$ cat src/rtl/marker_pkg.sv
// Shared types for the marker pipeline: colour codes, the run record carried
// from the run extractor to the marker locator, and the run FSM state.
//   COL_*        3-bit colour codes (bit0 R, bit1 G, bit2 B)
//   run_rec_t    {colour, x, y, len}; coordinate fields are wide enough for any
//                supported image size and are narrowed at the extractor outputs
//   run_state_t  run tracker state
package marker_pkg;

   localparam logic [2:0] COL_BLACK   = 3'b000;
   localparam logic [2:0] COL_RED     = 3'b001;
   localparam logic [2:0] COL_GREEN   = 3'b010;
   localparam logic [2:0] COL_YELLOW  = 3'b011;
   localparam logic [2:0] COL_BLUE    = 3'b100;
   localparam logic [2:0] COL_MAGENTA = 3'b101;
   localparam logic [2:0] COL_CYAN    = 3'b110;
   localparam logic [2:0] COL_WHITE   = 3'b111;

   // Image dimensions must stay below 2**REC_FIELD_W.
   localparam int unsigned REC_FIELD_W = 16;

   typedef struct packed {
      logic [2:0]             colour;
      logic [REC_FIELD_W-1:0] x;
      logic [REC_FIELD_W-1:0] y;
      logic [REC_FIELD_W-1:0] len;
   } run_rec_t;

   typedef enum logic {RUN_IDLE, RUN_ACTIVE} run_state_t;

endpackage

$ cat src/rtl/run_fifo.sv
// Synchronous FIFO of run records. No fall-through: a record pushed into an
// empty FIFO appears on rec_out after the push edge. A push while full is
// accepted only if a pop happens in the same cycle.
//   clk_in, rst_n_in   clock, asynchronous active-low reset
//   push_in, rec_in    write request and record
//   pop_in             read request (ignored when empty)
//   rec_out            head record (undefined when empty)
//   full_out           DEPTH entries held
//   empty_out          no entries held
module run_fifo
   import marker_pkg::*;
#(
   parameter int unsigned DEPTH = 16
) (
   input  logic     clk_in,
   input  logic     rst_n_in,
   input  logic     push_in,
   input  run_rec_t rec_in,
   input  logic     pop_in,
   output run_rec_t rec_out,
   output logic     full_out,
   output logic     empty_out
);

   localparam int unsigned AW = $clog2(DEPTH);
   localparam logic [AW:0] FULL_CNT = (AW+1)'(DEPTH);

   run_rec_t      mem_q [DEPTH];
   logic [AW-1:0] wr_ptr_q, rd_ptr_q;
   logic [AW:0]   count_q;
   logic          do_push, do_pop;

   assign empty_out = (count_q == '0);
   assign full_out  = (count_q == FULL_CNT);
   assign do_pop    = pop_in & ~empty_out;
   assign do_push   = push_in & (~full_out | do_pop);
   assign rec_out   = mem_q[rd_ptr_q];

   always_ff @(posedge clk_in or negedge rst_n_in) begin
      if (!rst_n_in) begin
         wr_ptr_q <= '0;
         rd_ptr_q <= '0;
         count_q  <= '0;
      end else begin
         if (do_push) wr_ptr_q <= wr_ptr_q + 1'b1;
         if (do_pop)  rd_ptr_q <= rd_ptr_q + 1'b1;
         unique case ({do_push, do_pop})
            2'b10:   count_q <= count_q + 1'b1;
            2'b01:   count_q <= count_q - 1'b1;
            default: count_q <= count_q;
         endcase
      end
   end

   // Storage needs no reset: consumers only look at it while non-empty.
   always_ff @(posedge clk_in) begin
      if (do_push) mem_q[wr_ptr_q] <= rec_in;
   end

endmodule

$ cat src/rtl/colour_run_extract.sv
// Finds horizontal runs of identical tracked colour codes in a thresholded
// pixel stream and queues one record per run of at least MIN_RUN pixels.
//   clk_in, rst_n_in        pixel clock, asynchronous active-low reset
//   pix_valid_in            qualifies colour_in/sof_in/eol_in
//   colour_in               pixel colour code
//   sof_in, eol_in          first pixel of frame / last pixel of line
//   run_valid_out/ready_in  record handshake towards the marker locator
//   run_colour/x/y/len_out  head record (0 while no record is available)
//   overflow_out            sticky: a record was dropped because the FIFO was full
module colour_run_extract
   import marker_pkg::*;
#(
   parameter int unsigned IMG_WIDTH  = 640,
   parameter int unsigned IMG_HEIGHT = 480,
   parameter int unsigned MIN_RUN    = 4,
   parameter logic [7:0]  TRACK_MASK = 8'h06,
   parameter int unsigned FIFO_DEPTH = 16
) (
   input  logic                              clk_in,
   input  logic                              rst_n_in,
   input  logic                              pix_valid_in,
   input  logic [2:0]                        colour_in,
   input  logic                              sof_in,
   input  logic                              eol_in,
   output logic                              run_valid_out,
   input  logic                              run_ready_in,
   output logic [2:0]                        run_colour_out,
   output logic [$clog2(IMG_WIDTH)-1:0]      run_x_out,
   output logic [$clog2(IMG_HEIGHT)-1:0]     run_y_out,
   output logic [$clog2(IMG_WIDTH+1)-1:0]    run_len_out,
   output logic                              overflow_out
);

   localparam int unsigned XW = $clog2(IMG_WIDTH);
   localparam int unsigned YW = $clog2(IMG_HEIGHT);
   localparam int unsigned LW = $clog2(IMG_WIDTH + 1);
   localparam logic [XW-1:0] X_MAX   = XW'(IMG_WIDTH - 1);
   localparam logic [YW-1:0] Y_MAX   = YW'(IMG_HEIGHT - 1);
   localparam logic [LW-1:0] MIN_LEN = LW'(MIN_RUN);

   run_state_t    state_q, state_d, st;
   logic [2:0]    cur_col_q, cur_col_d;
   logic [XW-1:0] x0_q, x0_d, x_q, x_d, px_x;
   logic [YW-1:0] y_q, y_d, px_y;
   logic [LW-1:0] len_q, len_d;
   logic          sat_q, sat_d;
   logic          tracked, close;
   logic [2:0]    close_col;
   logic [XW-1:0] close_x;
   logic [LW-1:0] close_len;
   run_rec_t      close_rec, push_rec_q, head;
   logic          push_q, overflow_q;
   logic          fifo_full, fifo_empty, pop, drop;

   always_comb begin
      state_d   = state_q;
      cur_col_d = cur_col_q;
      x0_d      = x0_q;
      len_d     = len_q;
      x_d       = x_q;
      y_d       = y_q;
      sat_d     = sat_q;
      close     = 1'b0;
      close_col = cur_col_q;
      close_x   = x0_q;
      close_len = len_q;
      // sof relocates the pixel to (0,0) and discards any open run.
      px_x      = sof_in ? '0 : x_q;
      px_y      = sof_in ? '0 : y_q;
      st        = sof_in ? RUN_IDLE : state_q;
      tracked   = TRACK_MASK[colour_in];

      if (pix_valid_in) begin
         if (sat_q && !sof_in) begin
            // Past the right edge: pixels are ignored, eol still ends the line.
            if (eol_in) begin
               close   = (state_q == RUN_ACTIVE);
               state_d = RUN_IDLE;
            end
         end else begin
            unique case (st)
               RUN_IDLE: begin
                  state_d = RUN_IDLE;
                  if (tracked && eol_in) begin
                     close     = 1'b1;
                     close_col = colour_in;
                     close_x   = px_x;
                     close_len = LW'(1);
                  end else if (tracked) begin
                     state_d   = RUN_ACTIVE;
                     cur_col_d = colour_in;
                     x0_d      = px_x;
                     len_d     = LW'(1);
                  end
               end
               RUN_ACTIVE: begin
                  if (colour_in == cur_col_q) begin
                     close_len = len_q + LW'(1);
                     len_d     = len_q + LW'(1);
                     if (eol_in) begin
                        close   = 1'b1;
                        state_d = RUN_IDLE;
                     end
                  end else begin
                     close = 1'b1;
                     // A different colour on eol would be a one-pixel run that
                     // closes together with the current one; it is not opened.
                     if (tracked && !eol_in) begin
                        state_d   = RUN_ACTIVE;
                        cur_col_d = colour_in;
                        x0_d      = px_x;
                        len_d     = LW'(1);
                     end else begin
                        state_d = RUN_IDLE;
                     end
                  end
               end
               default: state_d = RUN_IDLE;
            endcase
         end

         if (eol_in) begin
            x_d   = '0;
            y_d   = (px_y == Y_MAX) ? px_y : px_y + 1'b1;
            sat_d = 1'b0;
         end else if (px_x == X_MAX) begin
            x_d   = px_x;
            y_d   = px_y;
            sat_d = 1'b1;
         end else begin
            x_d   = px_x + 1'b1;
            y_d   = px_y;
            sat_d = 1'b0;
         end
      end

      close_rec.colour = close_col;
      close_rec.x      = REC_FIELD_W'(close_x);
      close_rec.y      = REC_FIELD_W'(px_y);
      close_rec.len    = REC_FIELD_W'(close_len);
   end

   assign pop  = run_valid_out & run_ready_in;
   assign drop = push_q & fifo_full & ~pop;

   always_ff @(posedge clk_in or negedge rst_n_in) begin
      if (!rst_n_in) begin
         state_q    <= RUN_IDLE;
         cur_col_q  <= COL_BLACK;
         x0_q       <= '0;
         len_q      <= '0;
         x_q        <= '0;
         y_q        <= '0;
         sat_q      <= 1'b0;
         push_q     <= 1'b0;
         push_rec_q <= '0;
         overflow_q <= 1'b0;
      end else begin
         state_q    <= state_d;
         cur_col_q  <= cur_col_d;
         x0_q       <= x0_d;
         len_q      <= len_d;
         x_q        <= x_d;
         y_q        <= y_d;
         sat_q      <= sat_d;
         push_q     <= close && (close_len >= MIN_LEN);
         if (close) push_rec_q <= close_rec;
         overflow_q <= overflow_q | drop;
      end
   end

   run_fifo #(
      .DEPTH (FIFO_DEPTH)
   ) u_run_fifo (
      .clk_in    (clk_in),
      .rst_n_in  (rst_n_in),
      .push_in   (push_q),
      .rec_in    (push_rec_q),
      .pop_in    (pop),
      .rec_out   (head),
      .full_out  (fifo_full),
      .empty_out (fifo_empty)
   );

   assign run_valid_out  = ~fifo_empty;
   assign run_colour_out = run_valid_out ? head.colour : '0;
   assign run_x_out      = run_valid_out ? head.x[XW-1:0] : '0;
   assign run_y_out      = run_valid_out ? head.y[YW-1:0] : '0;
   assign run_len_out    = run_valid_out ? head.len[LW-1:0] : '0;
   assign overflow_out   = overflow_q;

   logic unused_head;
   assign unused_head = ^{head.x[REC_FIELD_W-1:XW], head.y[REC_FIELD_W-1:YW],
                          head.len[REC_FIELD_W-1:LW]};

endmodule

$ cat config.mk
export PLATFORM = sky130hd
export DESIGN_NAME = colour_run_extract
export DESIGN_NICKNAME = d
export VERILOG_FILES = /design/src/rtl/marker_pkg.sv /design/src/rtl/run_fifo.sv /design/src/rtl/colour_run_extract.sv
export SDC_FILE = /design/constraint.sdc
export NUM_CORES = 1
export LEC_CHECK = 0
export BUFFER_PORTS_ARGS = -buffer_cell sky130_fd_sc_hd__buf_4
export CORE_ASPECT_RATIO = 0.5
export CORE_MARGIN = 3
export CORE_UTILIZATION = 45
export CTS_BUF_LIST = sky130_fd_sc_hd__clkbuf_8
export DETAILED_ROUTE_END_ITERATION = 16
export PLACE_DENSITY = 0.7
export SLEW_MARGIN = 20
export SYNTH_ARGS = -nofsm -noshare
export SYNTH_HDL_FRONTEND = slang
export SYNTH_SLANG_ARGS = --single-unit
$ cat constraint.sdc
create_clock -name clk_in -period 6.1 [get_ports clk_in]
set_input_delay 0 -clock clk_in [delete_from_list [all_inputs] [get_ports clk_in]]
set_output_delay 0 -clock clk_in [all_outputs]
set_load 0.01 [all_outputs]
=== Yosys cells after proc, flatten, opt, wreduce, memory -nomap -nowiden ===
Memory sizes are Yosys's and may differ from the RTL's.
Cells that the tools add are included.

* Register bits after elaboration: 91
* Memory bits (writable): 512
* ROM bits: 8
* Input port bits: 9
* Word-level logic and storage cells: 119
* Memories: 2

{| class="wikitable"
|+ Memory list
! name !! words !! bits a word !! rd ports !! clocked after Yosys merged registers in !! wr ports !! RTL line !! RTL
|-
| u_run_fifo.mem_q || 16 || 32 || 1 || 0 || 1 || run_fifo.sv:28 || <nowiki>run_rec_t mem_q [DEPTH];</nowiki>
|-
| (no name shown) || 8 || 1 || 1 || 0 || 0 || colour_run_extract.sv:71 || <nowiki>tracked = TRACK_MASK[colour_in];</nowiki>
|}

* Add/sub/neg operators: 7
* Magnitude comparators: 2
* Equal/unequal tests: 11
* Multiplexer cells: 59
* Bitwise gates (word level): 12
* Reduce and logical (&&, ||, !) cells: 10

{| class="wikitable"
|+ Operators with widths
! kind !! number
|-
| two-way mux 10 bit || 21
|-
| one-hot mux 10 bit (2 select lines) || 3
|-
| two-way mux 9 bit || 4
|-
| two-way mux 3 bit || 9
|-
| adder 10 x 1 -> 10 bit (second input constant) || 2
|-
| two-way mux 1 bit || 18
|-
| equality test 10 bit (second input constant) || 1
|-
| >= comparator 10 x 3 -> 1 bit (second input constant) || 1
|-
| one-hot mux 5 bit (2 select lines) || 1
|-
| adder 9 x 1 -> 9 bit (second input constant) || 1
|-
| equality test 9 bit (second input constant) || 1
|-
| adder 4 x 1 -> 4 bit (second input constant) || 2
|-
| inequality test 2 bit (second input constant) || 3
|-
| one-hot mux 3 bit (2 select lines) || 1
|-
| AND reduction 6 bit || 1
|-
| adder 5 x 1 -> 5 bit (second input constant) || 1
|-
| bitwise AND 1 bit || 5
|-
| equality test 5 bit (second input constant) || 1
|-
| logical NOT 5 bit || 1
|-
| inverter 1 bit || 5
|-
| AND reduction 5 bit || 1
|-
| subtractor 5 x 1 -> 5 bit (second input constant) || 1
|-
| logical AND 1 bit || 4
|-
| less-than comparator 3 x 4 -> 1 bit (second input constant) || 1
|-
| 9 further kinds || 12
|}

=== Longest topological paths before layout ===
* Depth after elaboration: 9
* Depth in mapped cells: 14
* Depth with buffers taken out: 13

=== By module ===
A second synthesis with hierarchy kept.

* Cell total of the unflattened synthesis: 1722
* Area, all modules: 35821.9 um^2

{| class="wikitable"
|+ By module, submodules not included
! module !! instances !! cells an instance !! area each (um^2) !! seq. area each (um^2)
|-
| run_fifo || 1 || 1243 || 31601.6 || 24828.8
|-
| colour_run_extract || 1 || 479 || 4220.3 || 1951.9
|}

=== Worst setup path after synthesis ===
Ideal clock, no wire load.

* Path type: reg2reg
* Start: register u_run_fifo.count_q[0]
* End: register u_run_fifo.count_q[4]
* Library setup time: 0.125 ns
* Arrival: 2.478 ns
* Required time: 5.975 ns
* Slack: 3.497 ns
* Cell stages (with the launch flop): 15
* Path buffers: 1
* Path through: dfrtp_1 nor4_1 nand3b_1 and2_1 clkbuf_1 inv_1 ha_1 inv_1 fa_1 inv_1 a21o_1 a21oi_1 xnor2_1 nor2_1 xor2_1

* Cells in the longest elaborated chain, start to end: 8
* Elaborated cells on any way between the ends: 14
* Those cells by class: add/sub: 2; eq/ne: 3; mux: 1; bitwise: 6; reduce/logical: 2

{| class="wikitable"
|+ Ends and longest elaborated chain
! element !! RTL line !! RTL
|-
| start: declaration || run_fifo.sv:30 || <nowiki>logic [AW:0] count_q;</nowiki>
|-
| start signal: assignment || run_fifo.sv:48 || <nowiki>2'b10: count_q <= count_q + 1'b1;</nowiki>
|-
| start signal: assignment || run_fifo.sv:49 || <nowiki>2'b01: count_q <= count_q - 1'b1;</nowiki>
|-
| start signal: assignment || run_fifo.sv:50 || <nowiki>default: count_q <= count_q;</nowiki>
|-
| logical NOT 5 bit || run_fifo.sv:33 || <nowiki>assign empty_out = (count_q == '0);</nowiki>
|-
| inverter 1 bit || run_fifo.sv:35, colour_run_extract.sv:185 ||
|-
| bitwise AND 1 bit || colour_run_extract.sv:143 || <nowiki>assign pop = run_valid_out & run_ready_in;</nowiki>
|-
| bitwise AND 1 bit || run_fifo.sv:35 || <nowiki>assign do_pop = pop_in & ~empty_out;</nowiki>
|-
| OR 1 bit || run_fifo.sv:36 || <nowiki>assign do_push = push_in & (~full_out | do_pop);</nowiki>
|-
| bitwise AND 1 bit || run_fifo.sv:36 ||
|-
| equality test 2 x 1 -> 1 bit or equality test 2 bit (tied branches) || run_fifo.sv:47 || <nowiki>unique case ({do_push, do_pop})</nowiki>
|-
| one-hot mux 5 bit (2 select lines) or nonzero test 2 bit (tied branches) || - ||
|}

Parallel ways exist; a longest one is shown, timed or not.
A chain may end at the register's enable or synchronous reset.

=== Worst setup path after layout ===
* Start: register u_run_fifo.rd_ptr_q[0]
* End: output run_colour_out[2]

* Cells in the longest elaborated chain, start to end: 2

{| class="wikitable"
|+ Ends and longest elaborated chain
! element !! RTL line !! RTL
|-
| start: declaration || run_fifo.sv:29 || <nowiki>logic [AW-1:0] wr_ptr_q, rd_ptr_q;</nowiki>
|-
| start signal: assignment || run_fifo.sv:46 || <nowiki>if (do_pop) rd_ptr_q <= rd_ptr_q + 1'b1;</nowiki>
|-
| memory (16 x 32 bit) || - ||
|-
| two-way mux 3 bit || colour_run_extract.sv:186 || <nowiki>assign run_colour_out = run_valid_out ? head.colour : '0;</nowiki>
|-
| end: declaration || colour_run_extract.sv:27 || <nowiki>output logic [2:0] run_colour_out,</nowiki>
|}

No other way between the ends.

==> impl_results.md <==
- Most common cell after layout, fill and taps aside: edfxtp_1
- Number of synthesized flops with an enable pin: 512
- Hold Fails Final Rpt: 0
- Outcome: finished clean
- Flops & latches, synth: 603
- Initial antenna violation count: 1
- Tmin final: 3.66 ns
- CTS Sinks: 603
- Die area: 56900 sq um
- Critical path launch point type: register
- Hold WC Path Type: in2reg
- Share of layout cells above drive strength 1: 0.270
- Routed Wire Length: 52900 microns
- Finished Layout Cells: 2141
- Top post-synthesis cells by area: edfxtp_1, mux4_2, dfrtp_1, and2_1, o21ai_0
- N_diodes: 0
- Worst-Skew Late Latency: 0.64 ns
- Worst path cell trace: buf_4 -> mux4_2 -> mux4_2 -> and2_1 -> buf_4
- Leakage: 9.12 nW
- Crit Path Max Fanout: 45
- Req. time, crit path: 6.10 ns
- CP max stage delay: 1.01 ns
- Power per cell area: 383 nW/um^2
- Number of I/O port buffers: 42
- Cell variety after synth: 62
- Placed cell count: 1971
- Num CTS Buffers: 87
- Worst IR Drop VDD: 0.300 mV
- Sequential cell area fraction in the yosys report: 0.728
- Die Span Y: 170 microns
- PostCTS Resize Cnt: 0
- Final #Nets: 1393
- CTS tree: built
- Most frequent cells in the layout: edfxtp_1, mux4_2, clkbuf_8
- Via count: 12400
- Layout Utilization: 0.518
- Slew Limit Headroom: 0.360
- Final period util: 0.600
- Slew Limit Fails: 0
- TNS Setup: 0 ns
- GRT Util Overall: 0.189
- Worst Max-Slew Pin Slew: 0.960 ns
- # rows: 59
- Unrepaired setup endpoints after global routing: no
- Cell area after synthesis: 24300 sq um
- Maxcap violations: 0
- Synth Flop Type: edfxtp_1
- CP Data Arrival Time: 3.66 ns
- Area Growth Syn to Fin: 12.3%
- Final ANT Viol Nets: 0
- Final worst clock skew: 0.0237 ns
- CTS H-tree lvls: 3
- Power Total: 0.0104 W
- FFs w/ async S/R, synth: 0.151
- Mean routed wirelength per cell: 24.7 microns
- Vias in the first global route: 12800
- Mapped Nets: 1290
- Ports: 43
- Cells after Synth: 1267
- Core ar.: 52600 sq um
- Longest Clk Path Bufs: 3
- Mean Syn Cell Area: 19.1 sq um
- Die width: 334 microns
- Largest net degree at the start of global routing: 74
- Pre-CTS setup slack: 2.94 ns
- Root buffer cell: clkbuf_8
- Nature of the critical path endpoint: output port
- Initial DRC Count: 1493
- Critical path class: reg2out
- Synth area leader: edfxtp_1
- Starting Density: 0.461
- Overflow after GRT: 0
- TritonRoute pass-1 iters: 5
- RePlAce Congestion: 0.769
- First-pass GRT wire length: 80000 microns
- HPWL after DPL: 28500 microns
- DR vias/cell: 5.80
- PnR worst setup slack: 2.44 ns
- CTS clk-pin slew, worst paths: 0.06 ns
- FMAX: 273 MHz
- Slowest-stage cell, CP: dfrtp_4
- YS warnings: 0
- Final setup viols: 0
- Share of the synthesized area in the top cell type: 0.634
- DR DRC count: 0
## layout make-up
| cell class | instances | area, sq um |
|---|---|---|
| Multi-Input combinational cell | 579 | 6300 |
| Clock buffer | 100 | 1380 |
| Sequential cell | 603 | 17700 |
| Clock inverter | 59 | 302 |
| Inverter | 21 | 78.8 |
| Tap cell | 701 | 877 |
| Timing Repair Buffer | 78 | 653 |
| Fill cell | 4028 | 25400 |
## layer usage
layer / up-vias / routed length (microns) / track usage
met4: 0 / 884 / 0.0470
met5: - / 0 / 0
li1: 5301 / - / -
met1: 6517 / 23100 / 0.280
met2: 526 / 24600 / 0.293
met3: 78 / 4230 / 0.0380
## logic make-up after synthesis
family | share of synthesized area
muxes | 0.161
and+or+nand+nor | 0.0512
adders and majority gates | 0.00753
AOI/OAI and AO/OA | 0.0314
DFF | 0.728
xor gates and xnor gates | 0.00758
buffers and inverters | 0.0140
## critical path, delay by kind of cell, from the launching register on
family	cells	cell delay, ns
mux	2	1.06
flops	1	1.01
buf+inv	2	0.74
simple gates	1	0.19
## per-stage QoR
step	hold WS, ns	cell area (sq um)
2_1_floorplan	-0.296	24300
3_3_place_gp	-0.0759	25400
3_5_place_dp	-0.0649	25400
4_1_cts	0.132	27200
5_1_grt	0.159	27200
6_report	0.170	27200
## Yosys cell counts, drive strengths merged, types with 2 or more instances
cell       n
xor2      11
and4       4
nand3     10
a31oi      6
mux2i     15
ha        13
and3      12
o21ai     60
nand2     77
nor3      10
o311ai     2
o2bb2ai    3
nand4      3
a32o       2
a211oi     4
or3        3
edfxtp   512
o31ai      8
a22o       4
or2        2
nor3b      2
a2bb2oi    2
o22ai      4
dfrtp     91
nand2b    14
nor2      26
a21oi     15
mux4     160
buf       23
nor4       4
nor2b     10
xnor2     10
clkbuf    41
and2      52
a21o       5
inv       21
mux2      13
## state kept, by name, indices dropped and copies added (netlist names)
signal	cells
overflow_out	1
len_q	10
u_run_fifo.wr_ptr_q	4
x0_q	10
u_run_fifo.rd_ptr_q	4
u_run_fifo.count_q	5
push_rec_q	32
sat_q	1
y_q	9
cur_col_q	3
push_q	1
state_q	1
x_q	10
u_run_fifo.mem_q	512
## power breakdown
part	internal [W]	switching, W
logic	0.00137	0.00111
clock network	0.00159	0.00148
registers	0.00460	0.000277
## worst paths after layout
kind                       cells after the start  slack, ns                           endpoint                                from
max                                            5       2.44                  run_colour_out[2]  u_run_fifo.rd_ptr_q[0]$_DFFE_PN0N_
min                                            3       0.17           cur_col_q[0]$_DFFE_PN0P_                        colour_in[1]
max reg2reg                                   13       3.00  u_run_fifo.count_q[4]$_DFFE_PN0P_   u_run_fifo.count_q[0]$_DFFE_PN0P_
min reg2reg                                    1       0.48             overflow_out$_DFF_PN0_              overflow_out$_DFF_PN0_
max in group asynchronous                      4       4.71                 x_q[6]$_DFFE_PN0P_                            rst_n_in
min in group asynchronous                      4       0.43  u_run_fifo.count_q[0]$_DFFE_PN0P_                            rst_n_in
## what timing repair did
| item | CTS | global route |
|---|---|---|
| buffers inserted | 0 | 0 |
| hold buffers | 10 | 0 |
| hold endpoints to repair | 130 | 0 |
(Power assumes the default switching activity.)
